### config.mk
export PLATFORM = sky130hd
export DESIGN_NAME = dac_sigdel_p2
export DESIGN_NICKNAME = d
export VERILOG_FILES = /design/src/rtl/dac_sigdel_p2.sv
export SDC_FILE = /design/constraint.sdc
export NUM_CORES = 1
export LEC_CHECK = 0
export BUFFER_PORTS_ARGS = -buffer_cell sky130_fd_sc_hd__buf_2
export CAP_MARGIN = 30
export CORE_ASPECT_RATIO = 0.75
export CORE_MARGIN = 5
export CORE_UTILIZATION = 60
export DETAILED_ROUTE_END_ITERATION = 12
export PLACE_DENSITY = 0.86
export SLEW_MARGIN = 25
export SYNTH_ARGS = -nofsm -noshare
export SYNTH_HDL_FRONTEND = slang
export SYNTH_SLANG_ARGS = --single-unit
### constraint.sdc
create_clock -name clk -period 5.2 [get_ports clk]
set_input_delay 1.04 -clock clk [delete_from_list [all_inputs] [get_ports clk]]
set_output_delay 1.04 -clock clk [all_outputs]
set_load 0.005 [all_outputs]
### src/rtl/dac_sigdel_p2.sv
// dac_sigdel_p2: parametrised 2nd-order 1-bit sigma-delta DAC with LFSR dither and OSR-paced sample input
module dac_sigdel_p2 #(
  parameter int DW = 16,
  parameter int NW = 4,
  parameter int OSR = 64,
  parameter logic [15:0] SEED = 16'hACE1
) (
  input  logic          clk,
  input  logic          rst_sd,
  input  logic [DW-1:0] din,
  input  logic          din_valid,
  output logic          din_ready,
  input  logic          dither_en,
  input  logic          stat_clr,
  output logic          sd_out,
  output logic          ovld,
  output logic          udrn
);
  localparam int CW = $clog2(OSR);
  logic [CW-1:0] cnt;
  logic [15:0] lfsr;
  logic [DW-1:0] act, pend;
  logic pend_full, wrap, under, innoise, q, ovf1, ovf2;
  logic [NW-1:0] noise;
  logic [8:0] s5;
  logic [DW:0] s1;
  logic [DW+3:0] s2;
  logic [DW+2:0] s3, s4, z1_n;
  logic [DW+1:0] z2_n;
  logic signed [DW+2:0] z1;
  logic signed [DW+1:0] z2;
  // All datapath arithmetic is two's-complement on explicit bit vectors, so widths wrap exactly as sized
  always_comb begin
    wrap = cnt == CW'(OSR - 1);
    under = wrap & ~pend_full & ~din_valid;
    din_ready = ~pend_full;
    noise = dither_en ? lfsr[NW-1:0] : '0;
    innoise = dither_en & lfsr[15];
    s5 = {z2[DW+1], z2[DW+1:DW-6]} + {{(9-NW){noise[NW-1]}}, noise};
    q = ~s5[8];
    s1 = {1'b0, act} + (DW+1)'(innoise) - {q, {DW{1'b0}}};
    s2 = {{3{s1[DW]}}, s1} + {z1[DW+2], z1};
    ovf1 = s2[DW+3] != s2[DW+2];
    z1_n = ovf1 ? {s2[DW+3], {(DW+2){~s2[DW+3]}}} : s2[DW+2:0];
    s3 = {z1[DW+2], z1[DW+2:1]} - {2'b00, q, {DW{1'b0}}};
    s4 = s3 + {z2[DW+1], z2};
    ovf2 = s4[DW+2] != s4[DW+1];
    z2_n = ovf2 ? {s4[DW+2], {(DW+1){~s4[DW+2]}}} : s4[DW+1:0];
  end
  always_ff @(posedge clk or posedge rst_sd) begin
    if (rst_sd) begin
      cnt <= '0;
      lfsr <= SEED;
      act <= {1'b1, {(DW-1){1'b0}}};
      pend <= '0;
      pend_full <= 1'b0;
      z1 <= '0;
      z2 <= '0;
      sd_out <= 1'b0;
      ovld <= 1'b0;
      udrn <= 1'b0;
    end else begin
      cnt <= wrap ? '0 : cnt + CW'(1);
      lfsr <= {1'b0, lfsr[15:1]} ^ (lfsr[0] ? 16'hB400 : 16'h0000);
      z1 <= z1_n;
      z2 <= z2_n;
      sd_out <= q;
      ovld <= ovf1 | ovf2 | (ovld & ~stat_clr);
      udrn <= under | (udrn & ~stat_clr);
      if (wrap) begin
        if (pend_full) act <= pend;
        else if (din_valid) act <= din;
        pend_full <= 1'b0;
      end else if (din_valid && !pend_full) begin
        pend <= din;
        pend_full <= 1'b1;
      end
    end
  end
endmodule

# Word level (Yosys, flattened, before mapping)
# Cells that the tools add are included.
# W data, S select, Z words.
[classes]
addsub = 7
n_reduce_logical = 6
muxes = 9
n_bitwise = 16
eq_ne = 3
[op_table]
columns = ["cell", "n"]
rows = [
  ["$mux W16", 3],
  ["$add A17 B19 Y20", 1],
  ["$add A19 B19 Y19", 1],
  ["$mux W19", 1],
  ["$sub A18 B18 Y19", 1],
  ["$mux W18", 1],
  ["$add A16 B1 Y17", 1],
  ["$sub A17 B17 Y17", 1],
  ["$xor A15 B16 Y16", 1],
  ["$add A8 B4 Y9", 1],
  ["$not A1 Y1", 7],
  ["$add A6 B1 Y6 const B", 1],
  ["$eq A6 B6 Y1 const B", 1],
  ["$mux W6", 1],
  ["$and A1 B1 Y1", 5],
  ["$mux W4", 1],
  ["$reduce_and A2 Y1", 2],
  ["$reduce_bool A2 Y1", 2],
  ["$or A1 B1 Y1", 3],
  ["$mux W1", 2],
  ["$ne A1 B1 Y1", 2],
  ["$logic_and A1 B1 Y1", 1],
  ["$logic_not A1 Y1", 1],
]
[word_totals]
output_inout_bits = 4
input_bits = 21
wordCells = 51
reg_bits = 95

# Longest topological paths before layout
# Gate-level depths: netlist (run 1).
[logic_depth]
depth_word = 8
ltp_mapped = 23
depth_no_buf = 21

# Worst setup path before layout (run 1)
# OpenSTA, ideal clock, no wires.
[synth_path]
path_type = "in2reg"
from = "input port dither_en"
to = "register ovld"
arrival_ps = 4920
setup_time_ps = 139
path_slack_ps = 142
required_time_ps = 5061
path_stages = 17
path_buffers = 0
cell_sequence = "and2_1 ha_1 a41o_1 a21o_1 a21oi_1 o211ai_1 mux2_2 fa_1 inv_1 ha_1 and3_2 a221o_1 a31o_1 a21oi_1 xnor2_2 xnor2_1 or4b_1"
[synth_between]
elab_chain_cells = 8
elab_cells_between_ends = 13
classes_between = "add/sub (6); eq/ne (2); mux (1); bitwise (4)"
[synth_lines]
columns = ["item", "line", "rtl"]
rows = [
  ["start: declaration", "13", "input logic dither_en,"],
  ["$mux W4 (*)", "37", "noise = dither_en ? lfsr[NW-1:0] : '0;"],
  ["$add A8 B4 Y9 (*)", "39", "s5 = {z2[DW+1], z2[DW+1:DW-6]} + {{(9-NW){noise[NW-1]}}, noise};"],
  ["$not A1 Y1 (*)", "40", "q = ~s5[8];"],
  ["via q", "23", "logic pend_full, wrap, under, innoise, q, ovf1, ovf2;"],
  ["$sub A18 B18 Y19 / $sub A17 B17 Y17 (equally long branches)", "45, 41", ""],
  ["$add A19 B19 Y19 / $add A17 B19 Y20 (equally long branches)", "46, 42", ""],
  ["$ne A1 B1 Y1, on equally long branches", "47, 43", ""],
  ["$or A1 B1 Y1 (*) (2 in series)", "68", "ovld <= ovf1 | ovf2 | (ovld & ~stat_clr);"],
  ["end signal: assignment", "68", ""],
  ["end: declaration", "16", "output logic ovld,"],
]
# Mark *: on every way through the listed nets, which the timed path passes. The rest lies on a longest branch.
# A chain may end at the register's enable or synchronous reset.

# Worst setup path after layout (run 1)
[layout_path]
from = "input port dither_en"
to = "register z2[2]"
[layout_between]
elab_chain_cells = 7
elab_cells_between_ends = 8
classes_between = "add/sub (3); eq/ne (1); mux (2); bitwise (2)"
[layout_lines]
columns = ["item", "line", "rtl"]
rows = [
  ["$mux W4 (*)", "37", ""],
  ["$add A8 B4 Y9 (*)", "39", ""],
  ["$not A1 Y1 (*)", "40", ""],
  ["via q", "23", ""],
  ["$sub A18 B18 Y19 (*)", "45", "s3 = {z1[DW+2], z1[DW+2:1]} - {2'b00, q, {DW{1'b0}}};"],
  ["$add A19 B19 Y19 (*)", "46", "s4 = s3 + {z2[DW+1], z2};"],
  ["$ne A1 B1 Y1 / $not A1 Y1 (equally long branches)", "47, 48", ""],
  ["$mux W18 (*)", "48", "z2_n = ovf2 ? {s4[DW+2], {(DW+1){~s4[DW+2]}}} : s4[DW+1:0];"],
  ["via z2_n[2]", "29", "logic [DW+1:0] z2_n;"],
  ["end signal: assignment", "66", "z2 <= z2_n;"],
  ["end: declaration", "31", "logic signed [DW+1:0] z2;"],
]
# Marked as above.

==> flow_summary_export.csv, run 1 <==
group,metric,value,unit
run_status,status,"finished, final reports clean",
setup_path,r2r_setup_slack,0.58,ns
clock_network,cts_tree,"done",
final_layout,antennaDiodeCount,0,
synthesis,yosys.area.top_type,"dfrtp_1",
final_layout,drive_gt1_share,15.5,%
clock_network,holdBufCountCts,0,
synthesis,synth_most_common_cell,"inv_1",
setup_path,startpoint_type,"input pin",
die,start_util,62.4,%
synthesis,ys.flop_type,"dfrtp_1",
route,vias_per_cell,5.81,
setup_path,end_kind,"register",
final_layout,seq_area,2390,sq um
route,wirelength,14600,um
synthesis,synth_area,6490,sq um
timing,fmax,199,MHz
grt,first_global_vias,5304,
setup_path,reg2reg_depth,21,
timing,worstMarginPinSlew,0.984,ns
final_layout,multi_input_area,3650,sq um
setup_path,worstSetupEndpoint,"z2[2]$_DFF_PP0_",
min_path,min_path_type,"register to register",
synthesis,yosysWarnings,0,
synthesis,ys_ff_latch,95,
synthesis,netlist_instances,690,
clock_network,clkTransAtPathRegs,0.06,ns
setup_path,r2r-end,"ovld$_DFF_PP0_",
final_layout,final_core_util,69.5,%
final_layout,area_delta_synth_final,11.5,%
clock_network,cts_buffers,9,
synthesis,postSynthNetCount,791,
die,die_w,130,um
synthesis,synth_top_area_share,33.1,%
timing,finalSetupViolations,0,
timing,rsz0062_at_grt,"no",
clock_network,cts_buffer_depth,2,
timing,relSlewSlack,34.4,%
setup_path,critPathLaunch,"dither_en",
final_layout,final_nets,842,
grt,grt_start_max_net_pins,55,
route,drt_iter0_drc,377,
clock_network,cts.sinks,95,
grt,antenna_found_initial,0,
job,drv_cap,0,
route,post_drt_wl_per_cell,16.5,um
synthesis,yosysSeqAreaShare,36.8,%
die,rows,32,
die,die_h,100,um
timing,fin_crit_sh,96.4,%
grt,grtUsageTotal,23.2,%
synthesis,async_flop_share,100,%
clock_network,h-tree-depth,3,
timing,hold_viol,0,
timing,whs,0.361,ns
grt,grt_overflow,0,
route,drt-pass1-iter-count,7,
clock_network,root_buffer,"clkbuf_16",
route,num_vias,5127,
timing,maxSlewViolCount,0,
grt,grt_pass1_wl,24400,um
setup_path,crit_fanout,8,
min_path,hold-path-cell-count,0,
setup_path,crit_type,"input pin to register",
timing,period_needed,5.01,ns
route,route.detailed.drc,0,
synthesis,netlist-cell-type-count,60,
placement,gp_congestion,0.942,
die,io_pins,25,
setup_path,r2r_start,"lfsr[15]$_DFF_PP1_",
placement,place_hpwl,10900,um
timing,fin_skew,0.00737,ns
synthesis,avgSynthCellArea,9.41,sq um
placement,io_buffers,24,
setup_path,crit_arrival,5.27,ns
setup_path,crit_required,5.45,ns
die,dieArea,13000,sq um
clock_network,insertion_delay,0.35,ns
die,core-area,10400,sq um
synthesis,ys_top_cells_by_area,"dfrtp_1 33%, ha_1 15%, inv_1 6.0%",
final_layout,fill_cells,757,
synthesis,synth.top_cells.by_count,"104 x inv_1, 86 x dfrtp_1, 78 x ha_1",
route,drtAntennaViolNets,0,
synthesis,synth_edf_count,0,
state kept, by name (all words and copies together), names as in the netlist:
signal and cells:
act 16, cnt 6, lfsr 16, ovld 1, pend 16, pend_full 1, sd_out 1, udrn 1
z1 19, z2 18
worst max-delay path, stage by stage:
cell,delay (ns)
buf_2,0.13
and2_1,0.14
ha_1,0.28
a41o_1,0.23
a21o_1,0.17
a21oi_1,0.17
o211ai_1,0.12
mux2_2,0.32
fa_1,0.54
inv_1,0.04
ha_1,0.30
and3_2,0.24
a221o_1,0.32
a31o_1,0.19
a21oi_1,0.23
xnor2_2,0.16
buf_4,0.20
nand2_1,0.09
buf_4,0.16
a21oi_1,0.18
cell type report:
type	instances	area share (%)
multi-input cells	476	50.4
flip-flops and latches	95	33.0
inverters	104	5.41
repair buffers	55	4.93
clock buffers	10	3.30
well taps	136	2.35
clock inverters	6	0.622
placed cells by master, fill, tap and decap left out, types with 4 or more instances in the layout:
cell / count
a21oi_1: 77
mux2i_1: 16
nor3_1: 8
ha_1: 78
maj3_1: 8
and3_1: 5
buf_4: 30
nor2_1: 46
nand2_1: 30
clkbuf_16: 9
xor2_1: 17
inv_1: 103
buf_2: 24
and2_1: 8
a31oi_1: 9
mux2_2: 17
dfstp_2: 9
nand2b_1: 5
nand3_1: 15
o21bai_1: 4
o21ai_0: 26
o21a_1: 7
dfrtp_1: 86
xnor2_1: 32
a21o_1: 14
metrics by stage:
step	setup TNS, ns	cells	worst slack [ns]	instance area (sq um)
5_1_grt	0	882	0.00493	7240
6_report	0	882	0.186	7240
4_1_cts	0	882	0.217	7230
2_1_floorplan	0	690	0.142	6490
3_3_place_gp	0	865	0.0660	6930
3_5_place_dp	-0.205	866	-0.0952	6950
how the worst min path moves through the flow:
stage,startpoint,endpoint
floorplan,lfsr[4]$_DFF_PP0_,lfsr[3]$_DFF_PP0_
global placement,lfsr[8]$_DFF_PP0_,lfsr[7]$_DFF_PP1_
detailed placement,lfsr[9]$_DFF_PP0_,lfsr[8]$_DFF_PP0_
CTS,lfsr[9]$_DFF_PP0_,lfsr[8]$_DFF_PP0_
global route,lfsr[12]$_DFF_PP0_,lfsr[11]$_DFF_PP1_
finish,lfsr[9]$_DFF_PP0_,lfsr[8]$_DFF_PP0_
cells by family (layout without fill, tap and decap cells):
family                   count (synthesis)  after routing  share of synthesized area, %
AO/OA/AOI/OAI                          175            175                          17.6
XOR/XNOR                                50             50                          6.86
adder cells (fa/ha/maj)                 88             88                          16.9
buffers and inverters                  119            175                          7.21
flip-flops                              95             95                          36.8
multiplexers                            33             33                          5.42
AND/OR/NAND/NOR                        130            130                          9.29
layer usage:
metal  up-vias  global-route usage, %  part of all wire [%]
met5         -                      0                     0
li1       2475                      -                     -
met3        41                   4.31                   4.5
met2       146                   40.0                    49
met4         0                   6.55                   2.2
met1      2465                   29.9                    44
timing repair:
| action | 4_1_cts | 5_1_grt |
|---|---|---|
| hold endpoints to repair | 0 | 0 |
| endpoints found under the setup margin | 0 | 20 |
| resized for setup | 0 | 4 |
| buffers inserted | 0 | 0 |
Power of run 1 is left out: the tool's default activity adds up to more than one toggle a clock period on the data nets, which glitch-free logic cannot reach.
==> run 2: changes to the inputs <==
--- a/config.mk
+++ b/config.mk
@@ -8,8 +8,9 @@
 export BUFFER_PORTS_ARGS = -buffer_cell sky130_fd_sc_hd__buf_2
 export CAP_MARGIN = 30
 export CORE_ASPECT_RATIO = 0.75
-export CORE_MARGIN = 5
+export CORE_MARGIN = 2
 export CORE_UTILIZATION = 60
+export CTS_BUF_LIST = sky130_fd_sc_hd__clkbuf_4 sky130_fd_sc_hd__clkbuf_8
 export DETAILED_ROUTE_END_ITERATION = 12
 export PLACE_DENSITY = 0.86
 export SLEW_MARGIN = 25
==> flow_summary_export.csv, run 2 (same netlist as run 1, synthesis figures left out) <==
group,metric,value,unit
clock_network,root_buffer,"clkbuf_8",
clock_network,clkTransAtPathRegs,0.09,ns
run_status,status,"finished, final reports clean",
die,io_pins,25,
timing,fin_crit_sh,94.1,%
grt,antenna_found_initial,1,
die,core-area,10400,sq um
final_layout,final_cell_mix,"103 x inv_1, 86 x dfrtp_1, 78 x ha_1",
placement,placed_cell_area,6950,sq um
timing,hold_viol,0,
clock_network,holdBufCountCts,0,
final_layout,multi_input_area,3670,sq um
grt,grt_pass1_wl,23400,um
final_layout,regMostFlops,"z1",
route,vias_per_cell,5.84,
timing,rsz0062_at_grt,"no",
timing,worstMarginPinSlew,0.955,ns
route,drt-pass1-iter-count,5,
final_layout,drive_gt1_share,16.1,%
setup_path,startpoint_type,"input pin",
die,start_util,62.4,%
setup_path,slowest_delay,0.54,ns
grt,grt_overflow,0,
route,drtAntennaViolNets,0,
setup_path,crit_fanout,5,
grt,first_global_vias,5066,
grt,grtUsageTotal,25.7,%
placement,gp_congestion,0.897,
die,rows,32,
setup_path,path_cells,"buf_2, and2_1, ha_1, a41o_1, a21o_1, a21oi_1, o211ai_1, mux2_2, fa_1, inv_1, ha_1, and3_2, a221o_1, a31o_1, a21oi_1, xnor2_2, xnor2_1, or4b_1",
die,die_h,94.1,um
setup_path,slowest_stage,"fa_1",
setup_path,crit_required,5.44,ns
route,wirelength,14200,um
timing,maxSlewViolCount,0,
timing,period_needed,4.89,ns
clock_network,cts_tree,"done",
final_layout,final_nets,843,
die,die_w,124,um
clock_network,cts_buffer_depth,2,
placement,place_hpwl,10700,um
route,drt_iter0_drc,327,
die,dieArea,11700,sq um
route,post_drt_wl_per_cell,16.1,um
timing,finalSetupViolations,0,
clock_network,postCtsSetupBuffers,0,
clock_network,insertion_delay,0.38,ns
final_layout,largest_reg_flops,19,
placement,io_buffers,24,
setup_path,end_kind,"register",
setup_path,crit_arrival,5.13,ns
grt,grt_start_max_net_pins,52,
route,route.detailed.drc,0,
clock_network,cts_resized,0,
timing,fin_skew,0.0152,ns
final_layout,seq_area,2390,sq um
final_layout,design_area,7180,sq um
final_layout,largestRegisters,"z1: 19 flops, z2: 18 flops",
final_layout,mostFrequentLayoutCell,"inv_1",
timing,relSlewSlack,36.3,%
clock_network,h-tree-depth,3,
final_layout,area_delta_synth_final,10.6,%
job,drv_cap,0,
final_layout,fill_cells,748,
setup_path,crit_type,"input pin to register",
clock_network,cts_buffers,9,
clock_network,cts.sinks,95,
min_path,min_path_type,"register to register",
final_layout,antennaDiodeCount,0,
timing,fmax,204,MHz
route,num_vias,5158,
## run 2: worst max-delay path: cells and delay by family
kind,cells,cell delay (ns)
AND/OR/NAND/NOR,3,0.88
buffers and inverters,2,0.17
XOR/XNOR,2,0.24
adder cells (fa/ha/maj),3,1.10
multiplexers,1,0.30
AO/OA/AOI/OAI,7,1.40
## run 2: final timing paths
path / slack (ns) / startpoint / cells after the start / to
max: 0.31 / dither_en / 18 / ovld$_DFF_PP0_
min: 0.36 / lfsr[6]$_DFF_PP1_ / 0 / lfsr[5]$_DFF_PP1_
max reg2reg: 0.68 / lfsr[15]$_DFF_PP1_ / 19 / ovld$_DFF_PP0_
min reg2reg: 0.36 / lfsr[6]$_DFF_PP1_ / 0 / lfsr[5]$_DFF_PP1_
max in group asynchronous: 3.34 / rst_sd / 3 / z1[6]$_DFF_PP0_
min in group asynchronous: 0.76 / rst_sd / 2 / pend[12]$_DFFE_PP0P_
## run 2: cell type report
cell class              count  area share, %
clock buffers              11           2.02
clock inverters             5          0.801
well taps                 136           2.37
flip-flops and latches     95           33.3
inverters                 104           5.45
multi-input cells         476           51.0
repair buffers             56           5.07
## run 2: metal layers
layer,global-route usage [%],vias to the layer above,part of all wire (%)
li1,-,2481,-
met1,32.5,2490,44
met2,43.4,156,49
met3,7.10,31,5.4
met4,6.65,0,1.9
met5,0,-,0
## run 2: through the flow
| stage | hold WS [ns] | utilization (%) | TNS, ns | cells | setup slack, ns |
|---|---|---|---|---|---|
| floorplan | 0.331 | - | 0 | 690 | 0.142 |
| global placement | 0.339 | 66.7 | 0 | 866 | 0.0478 |
| detailed placement | 0.340 | 66.8 | -0.566 | 867 | -0.155 |
| CTS | 0.363 | 68.7 | 0 | 883 | 0.206 |
| global route | 0.368 | 69.0 | 0 | 883 | 0.0366 |
| finish | 0.362 | 69.0 | 0 | 883 | 0.307 |
Power of run 2 is left out for the same reason.
==> run 3: changes to the inputs <==
==> constraint.sdc (replaced) <==
create_clock -name clk -period 6.16 [get_ports clk]
set_input_delay 1.232 -clock clk [delete_from_list [all_inputs] [get_ports clk]]
set_output_delay 1.232 -clock clk [all_outputs]
set_load 0.005 [all_outputs]
==> flow_summary_export.csv, run 3 (same netlist as run 1, synthesis figures left out) <==
group,metric,value,unit
job,drv_cap,0,
timing,relSlewSlack,34.8,%
setup_path,path_cells,"buf_2, and2_1, ha_1, a211oi_1, nor2b_1, o21a_1, o21ai_0, a21oi_1, and2_1, nor2_1, xnor2_1, ha_1, a21oi_1, nand2_1, a211oi_1, nor2_1, a221oi_1, xnor2_1, nor2_1, buf_4, or4b_1",
timing,worstMarginPinSlew,0.978,ns
clock_network,root_buffer,"clkbuf_8",
timing,hold_viol,0,
clock_network,cts_resized,0,
timing,fin_tns_setup,0,ns
setup_path,worst_path_most_repeated_cell,"nor2_1",
setup_path,crit_required,6.41,ns
final_layout,mostFrequentLayoutCell,"inv_1",
clock_network,holdBufCountCts,0,
grt,antenna_found_initial,0,
die,start_util,62.4,%
grt,grt_pass1_wl,22700,um
route,drt_iter0_drc,356,
clock_network,cts_buffers,9,
final_layout,antennaDiodeCount,0,
route,wirelength,13400,um
timing,period_needed,5.67,ns
setup_path,slowest_stage,"or4b_1",
final_layout,final_cells,856,
setup_path,crit_type,"input pin to register",
route,drtAntennaViolNets,0,
timing,fin_skew,0.0119,ns
setup_path,crit_fanout,16,
final_layout,area_delta_synth_final,7.44,%
grt,grt_overflow,0,
clock_network,clkTransAtPathRegs,0.09,ns
setup_path,end_kind,"register",
route,drt-pass1-iter-count,5,
grt,grt_start_max_net_pins,56,
placement,gp_congestion,0.949,
placement,placed_cell_area,6750,sq um
timing,finalSetupViolations,0,
route,post_drt_wl_per_cell,15.7,um
grt,first_global_vias,4998,
clock_network,h-tree-depth,3,
die,dieArea,11700,sq um
placement,dp_cells,840,
clock_network,cts_buffer_depth,2,
setup_path,slowest_delay,0.53,ns
die,io_pins,25,
final_layout,design_area,6980,sq um
die,core-area,10400,sq um
clock_network,cts.sinks,95,
final_layout,largestRegisters,"z1: 19 flops, z2: 18 flops",
final_layout,drive_gt1_share,12.1,%
route,num_vias,5038,
run_status,status,"finished, final reports clean",
final_layout,regMostFlops,"z1",
timing,fmax,176,MHz
final_layout,largest_reg_flops,19,
die,die_w,124,um
clock_network,insertion_delay,0.38,ns
setup_path,crit_arrival,5.91,ns
timing,fin_crit_sh,92.0,%
route,route.detailed.drc,0,
clock_network,cts_tree,"done",
route,vias_per_cell,5.89,
timing,rsz0062_at_grt,"no",
setup_path,startpoint_type,"input pin",
placement,place_hpwl,10200,um
clock_network,postCtsSetupBuffers,0,
die,rows,32,
timing,maxSlewViolCount,0,
final_layout,final_cell_mix,"103 x inv_1, 86 x dfrtp_1, 78 x ha_1",
final_layout,final_core_util,67.0,%
min_path,min_path_type,"register to register",
grt,grtUsageTotal,24.6,%
placement,io_buffers,24,
die,die_h,94.1,um
final_layout,final_nets,816,
==> run 3: layout make-up <==
type / count / area (sq um)
Clock inverter: 6 / 93.8
Multi-Input combinational cell: 476 / 3640
Tap cell: 136 / 170
Fill cell: 778 / 3430
Inverter: 104 / 392
Sequential cell: 95 / 2390
Clock buffer: 10 / 131
Timing Repair Buffer: 29 / 161
==> run 3: final timing paths <==
path	startpoint	endpoint	slack, ns	cells past startpoint
worst max-delay path	dither_en	ovld$_DFF_PP0_	0.49	21
worst min-delay path	lfsr[8]$_DFF_PP0_	lfsr[7]$_DFF_PP1_	0.36	0
worst max register to register	lfsr[15]$_DFF_PP1_	ovld$_DFF_PP0_	1.10	20
worst min register to register	lfsr[8]$_DFF_PP0_	lfsr[7]$_DFF_PP1_	0.36	0
max in group asynchronous	rst_sd	z1[3]$_DFF_PP0_	4.11	3
min in group asynchronous	rst_sd	act[14]$_DFFE_PP0P_	0.93	2
==> run 3: metal layers <==
layer	global-route usage (%)	share of wire, %	vias up
li1	-	-	2417
met1	32.0	44	2423
met2	40.1	48	167
met3	6.13	6.0	31
met4	8.33	1.9	0
met5	0	0	-
==> run 3: worst max-delay path, delay by kind of cell <==
| family | cells | cell delay, ns |
|---|---|---|
| buffers and inverters | 2 | 0.34 |
| AND/OR/NAND/NOR | 8 | 1.43 |
| AO/OA/AOI/OAI | 7 | 1.92 |
| XOR/XNOR | 2 | 0.47 |
| adder cells (fa/ha/maj) | 2 | 0.51 |
==> run 3: per-stage QoR <==
| stage | hold slack [ns] | setup slack, ns |
|---|---|---|
| 2_1_floorplan | 0.331 | 0.910 |
| 3_3_place_gp | 0.338 | 0.472 |
| 3_5_place_dp | 0.337 | 0.326 |
| 4_1_cts | 0.359 | 0.627 |
| 5_1_grt | 0.360 | 0.171 |
| 6_report | 0.357 | 0.494 |
Power of run 3 is left out for the same reason.
